--- src/rtl/easyaxi_rd_slice.sv ---
`default_nettype none
// ============================================================================
// Module   : easyaxi_rd_slice
// Brief    : AXI read-path register slice (AR and R skid buffers) with an
//            outstanding-burst counter, issue cap and orphan-`last` error flag.
// Revision : 1.0 - initial release
// ============================================================================

module easyaxi_rd_slice_skid #(
    parameter int WIDTH = 8
) (
    input  logic             clk,
    input  logic             rst_n,
    input  logic             i_valid,
    output logic             o_ready,
    input  logic [WIDTH-1:0] i_data,
    output logic             o_valid,
    input  logic             i_ready,
    output logic [WIDTH-1:0] o_data
);

    logic             r_main_v;
    logic [WIDTH-1:0] r_main_data;
    logic             r_skid_v;
    logic [WIDTH-1:0] r_skid_data;
    logic             w_in_fire;
    logic             w_main_free;

    // Ready depends only on skid occupancy, so no input reaches it combinationally.
    assign o_ready     = !r_skid_v;
    assign o_valid     = r_main_v;
    assign o_data      = r_main_data;
    assign w_in_fire   = i_valid && !r_skid_v;
    assign w_main_free = !r_main_v || i_ready;

    always_ff @(posedge clk) begin
        if (!rst_n) begin
            r_main_v    <= 1'b0;
            r_main_data <= '0;
            r_skid_v    <= 1'b0;
            r_skid_data <= '0;
        end else if (w_main_free) begin
            if (r_skid_v) begin
                r_main_v    <= 1'b1;
                r_main_data <= r_skid_data;
                r_skid_v    <= 1'b0;
            end else if (w_in_fire) begin
                r_main_v    <= 1'b1;
                r_main_data <= i_data;
            end else begin
                r_main_v    <= 1'b0;
            end
        end else if (w_in_fire) begin
            r_skid_v    <= 1'b1;
            r_skid_data <= i_data;
        end
    end

endmodule

module easyaxi_rd_slice #(
    parameter int ID_W    = 4,
    parameter int ADDR_W  = 32,
    parameter int LEN_W   = 8,
    parameter int SIZE_W  = 3,
    parameter int BURST_W = 2,
    parameter int USER_W  = 4,
    parameter int DATA_W  = 32,
    parameter int RESP_W  = 2,
    parameter int MAX_OS  = 4
) (
    input  logic               clk,
    input  logic               rst_n,
    // AR from master
    input  logic               axi_slv_arvalid,
    output logic               axi_slv_arready,
    input  logic [ID_W-1:0]    axi_slv_arid,
    input  logic [ADDR_W-1:0]  axi_slv_araddr,
    input  logic [LEN_W-1:0]   axi_slv_arlen,
    input  logic [SIZE_W-1:0]  axi_slv_arsize,
    input  logic [BURST_W-1:0] axi_slv_arburst,
    input  logic [USER_W-1:0]  axi_slv_aruser,
    // AR to slave
    output logic               axi_mst_arvalid,
    input  logic               axi_mst_arready,
    output logic [ID_W-1:0]    axi_mst_arid,
    output logic [ADDR_W-1:0]  axi_mst_araddr,
    output logic [LEN_W-1:0]   axi_mst_arlen,
    output logic [SIZE_W-1:0]  axi_mst_arsize,
    output logic [BURST_W-1:0] axi_mst_arburst,
    output logic [USER_W-1:0]  axi_mst_aruser,
    // R from slave
    input  logic               axi_mst_rvalid,
    output logic               axi_mst_rready,
    input  logic [ID_W-1:0]    axi_mst_rid,
    input  logic [DATA_W-1:0]  axi_mst_rdata,
    input  logic [RESP_W-1:0]  axi_mst_rresp,
    input  logic               axi_mst_rlast,
    input  logic [USER_W-1:0]  axi_mst_ruser,
    // R to master
    output logic               axi_slv_rvalid,
    input  logic               axi_slv_rready,
    output logic [ID_W-1:0]    axi_slv_rid,
    output logic [DATA_W-1:0]  axi_slv_rdata,
    output logic [RESP_W-1:0]  axi_slv_rresp,
    output logic               axi_slv_rlast,
    output logic [USER_W-1:0]  axi_slv_ruser,
    // Status
    output logic [3:0]         rd_os_cnt,
    output logic               rd_os_err
);

    localparam int         C_AR_W   = ID_W + ADDR_W + LEN_W + SIZE_W + BURST_W + USER_W;
    localparam int         C_R_W    = ID_W + DATA_W + RESP_W + 1 + USER_W;
    localparam logic [3:0] C_MAX_OS = 4'(MAX_OS);

    logic [C_AR_W-1:0] w_ar_in;
    logic [C_AR_W-1:0] w_ar_out;
    logic [C_R_W-1:0]  w_r_in;
    logic [C_R_W-1:0]  w_r_out;
    logic              w_os_ok;
    logic              w_ar_slice_ready;
    logic              w_ar_hs;
    logic              w_r_last_hs;
    logic [3:0]        r_os_cnt;
    logic              r_os_err;

    assign w_os_ok = (r_os_cnt < C_MAX_OS);
    assign w_ar_in = {axi_slv_arid, axi_slv_araddr, axi_slv_arlen,
                      axi_slv_arsize, axi_slv_arburst, axi_slv_aruser};
    assign {axi_mst_arid, axi_mst_araddr, axi_mst_arlen,
            axi_mst_arsize, axi_mst_arburst, axi_mst_aruser} = w_ar_out;

    // The cap blocks the AR input so a held request waits upstream.
    easyaxi_rd_slice_skid #(.WIDTH(C_AR_W)) u_ar_slice (
        .clk     (clk),
        .rst_n   (rst_n),
        .i_valid (axi_slv_arvalid && w_os_ok),
        .o_ready (w_ar_slice_ready),
        .i_data  (w_ar_in),
        .o_valid (axi_mst_arvalid),
        .i_ready (axi_mst_arready),
        .o_data  (w_ar_out)
    );

    assign axi_slv_arready = w_ar_slice_ready && w_os_ok;

    assign w_r_in = {axi_mst_rid, axi_mst_rdata, axi_mst_rresp,
                     axi_mst_rlast, axi_mst_ruser};
    assign {axi_slv_rid, axi_slv_rdata, axi_slv_rresp,
            axi_slv_rlast, axi_slv_ruser} = w_r_out;

    easyaxi_rd_slice_skid #(.WIDTH(C_R_W)) u_r_slice (
        .clk     (clk),
        .rst_n   (rst_n),
        .i_valid (axi_mst_rvalid),
        .o_ready (axi_mst_rready),
        .i_data  (w_r_in),
        .o_valid (axi_slv_rvalid),
        .i_ready (axi_slv_rready),
        .o_data  (w_r_out)
    );

    assign w_ar_hs     = axi_slv_arvalid && axi_slv_arready;
    assign w_r_last_hs = axi_slv_rvalid && axi_slv_rready && axi_slv_rlast;

    always_ff @(posedge clk) begin
        if (!rst_n) begin
            r_os_cnt <= 4'd0;
            r_os_err <= 1'b0;
        end else if (w_ar_hs && !w_r_last_hs) begin
            r_os_cnt <= r_os_cnt + 4'd1;
        end else if (!w_ar_hs && w_r_last_hs) begin
            // An orphan `last` leaves the count at zero and latches the error.
            if (r_os_cnt == 4'd0) begin
                r_os_err <= 1'b1;
            end else begin
                r_os_cnt <= r_os_cnt - 4'd1;
            end
        end
    end

    assign rd_os_cnt = r_os_cnt;
    assign rd_os_err = r_os_err;

endmodule

`default_nettype wire

--- config.mk ---
export PLATFORM = sky130hd
export DESIGN_NAME = easyaxi_rd_slice
export DESIGN_NICKNAME = d
export VERILOG_FILES = /design/src/rtl/easyaxi_rd_slice.sv
export SDC_FILE = /design/constraint.sdc
export NUM_CORES = 1
export LEC_CHECK = 0
export ABC_AREA = 1
export CAP_MARGIN = 25
export CORE_MARGIN = 2
export CORE_UTILIZATION = 30
export CTS_CLUSTER_DIAMETER = 200
export DETAILED_ROUTE_END_ITERATION = 10
export MAX_ROUTING_LAYER = met4
export PLACE_DENSITY_LB_ADDON = 0.05
export REMOVE_ABC_BUFFERS = 1
export SYNTH_ARGS = -nofsm -noshare
export SYNTH_HDL_FRONTEND = slang
export SYNTH_HIERARCHICAL = 1
export SYNTH_SLANG_ARGS = --single-unit
export TNS_END_PERCENT = 30
--- constraint.sdc ---
create_clock -name clk -period 3.3 [get_ports clk]
set_clock_uncertainty 0.15 [all_clocks]
set_input_delay 0.825 -clock clk [delete_from_list [all_inputs] [get_ports clk]]
set_output_delay 0.825 -clock clk [all_outputs]
set_load 0.01 [all_outputs]
==> results.cfg <==
[cells_and_area]
syn2layout_area_growth_pct = 32.3
layout.nets = 1795
fin_util = 0.404
final_common_cell = nand2_1
final_cell_mix = nand2_1, nor2_1, inv_1, clkdlybuf4s50_1, dfxtp_1
layout-drive-gt1-share = 0.0487

[power_and_ir_drop]
power_mw = 8.28
ir_worst_vdd_v = 0.000393
p_per_area_mw_per_mm2 = 649
leakagePower_nw = 5.87

[global_route]
grt_pass1_wl_mm = 42.7
overflow = 0
grt_max_degree = 108
gr-usage-all-layers = 0.159
antenna_found_initial = 1
grt_pass1_vias = 8290

[cts]
cts_made_buffers = 25
cts.repair.resized = 0
h-tree-depth = 1
cts_buffer_depth = 3
cts_num_sinks = 201
postCtsSetupBuffers = 0
cts.hold.buffers_added = 0
clk_latency_ns = 0.51
cts_tree = done
cts.clk_slew.worst_paths_ns = 0.06
cts-root-buf = clkbuf_16

[synthesis]
yosys_most_used_dff = dfxtp_1
synth_edf_count = 0
ys_seq_elements = 201
synth_area_mm2 = 0.00965
ys_seq_area_frac = 0.417
avgSynthCellArea_um2 = 6.33
async_flop_share = 0
yosysWarningCount = 6
synthDistinctLibCells = 26
syn_inst = 1525

[route]
drt_iter0_markers = 505
first_pass_iters = 7
via_per_inst = 4.28
antenna_left = 0
dr_total_vias = 9027
wire_per_inst_um = 12.4
drc = 0
routed_wl_mm = 26.2

[placement]
io_buffer_count = 206
dp_worst_setup_slack_ns = 0.359
dpl.hpwl_mm = 15.8
gp_congestion = 0.736

[timing]
fmax_ghz = 0.374
rsz0062_at_grt = no
finalSetupViolCount = 0
slew_headroom = 0.420
tightest_slew_ns = 0.870
fin_tns_setup_ns = 0
setup_slack_ns = 0.630
slew_violations = 0
period_needed_ns = 2.67
fin_crit_sh = 0.809
hold_violations = 0

[floorplanning]
start_util = 0.305
die-width_um = 183
dieArea_mm2 = 0.0336
rows = 65
die_y_um = 183
core_area_mm2 = 0.0316
pin_count = 207

[min_path]
hold_start = rd_os_err
worstHoldPathCells = 2
hold_path.class = flop to flop
hold_end = rd_os_err

[outcome]
outcome = finished, final reports clean

[critical_path]
r2r_end = rd_os_cnt[3]
crit_chain = nor2_4 -> inv_1 -> nor2_1 -> clkdlybuf4s50_1
start_kind = flop
r2r-start = rd_os_cnt[2]
cp.required_ns = 2.32
arrival_ns = 1.70
end_kind = output pin
r2r_slack_ns = 1.13
crit_slowest_cell = clkdlybuf4s50_1
crit_type = flop to output pin
path_max_fanout = 4
max_stage_delay_ns = 0.54
rr_worst_depth = 13

[job]
drv_cap = 0
flip-flops by register name, indices dropped and copies added, names as in the netlist:
name and flops:
rd_os_cnt 4, rd_os_err 1, u_ar_slice/o_data 53, u_ar_slice/o_valid 1
u_ar_slice/r_skid_data 53, u_ar_slice/r_skid_v 1, u_r_slice/o_data 43, u_r_slice/o_valid 1
u_r_slice/r_skid_data 43, u_r_slice/r_skid_v 1
where the power goes:
part	leakage, nW	switching (mW)	internal (mW)
registers	1.65	0.227	2.79
clock network	0.409	1.05	1.70
logic	3.81	1.37	1.15
worst max path at each step:
stage                              from              end  slack, ns  cells after the start
global route               rd_os_cnt[2]  axi_slv_arready       0.52                      4
detailed placement      axi_slv_arvalid     rd_os_cnt[3]       0.36                     13
CTS                        rd_os_cnt[2]  axi_slv_arready       0.58                      4
floorplan           u_ar_slice/r_skid_v     rd_os_cnt[3]      -0.07                     11
global placement        axi_slv_arvalid     rd_os_cnt[3]       0.37                     13
finish                     rd_os_cnt[2]  axi_slv_arready       0.63                      4
Yosys cell counts, types with 2 or more instances:
library cell / instances / area (um2)
nand3_1: 100 / 500
inv_1: 205 / 769
nor2_4: 5 / 56.3
o21bai_1: 2 / 15.0
o21ai_0: 84 / 420
inv_4: 2 / 12.5
a21oi_1: 2 / 10.0
buf_2: 38 / 190
inv_2: 5 / 18.8
dfxtp_1: 201 / 4020
buf_6: 23 / 259
o21ai_1: 12 / 60.1
nand2_1: 402 / 1510
clkbuf_1: 12 / 45.0
nand2_2: 6 / 37.5
buf_1: 11 / 41.3
ha_1: 4 / 50.1
buf_4: 7 / 52.6
nand2_4: 2 / 22.5
nor2_1: 396 / 1490
critical path: cells and delay by family (launching register included):
kind,cells,cell delay [ns]
buf+inv,2,0.60
flops,1,0.37
simple gates,2,0.22
final cells by class:
cell class	instances	area, um2
Antenna cell	1	2.50
Clock buffer	38	746
Clock inverter	6	80.1
Fill cell	3398	18900
Inverter	212	801
Multi-Input combinational cell	1021	4240
Sequential cell	201	4030
Tap cell	402	503
Timing Repair Buffer	227	2370
logic make-up (layout without fill, tap and decap cells):
| kind of cell | Yosys count | after routing | synth area share |
|---|---|---|---|
| flops | 201 | 201 | 0.417 |
| other cells | 0 | 1 | 0 |
| buf+inv | 303 | 483 | 0.144 |
| xor+xnor | 1 | 1 | 0.000908 |
| fa+ha+maj | 5 | 5 | 0.00726 |
| compound gates | 101 | 101 | 0.0532 |
| simple gates | 914 | 914 | 0.378 |
layer usage:
layer,vias up,share of wire,track usage
met5,-,0,-
met4,0,0.013,0.0314
met3,30,0.056,0.0264
met2,193,0.44,0.258
met1,3959,0.49,0.209
li1,4845,-,-
metrics by stage:
step	std cells	cell area (um2)	hold WS, ns
floorplan	1434	9060	0.305
global placement	2062	11900	0.293
detailed placement	2062	11900	0.295
CTS	2106	12700	0.304
global route	2108	12800	0.324
finish	2108	12800	0.300
Power figures use the tool's default switching activity.
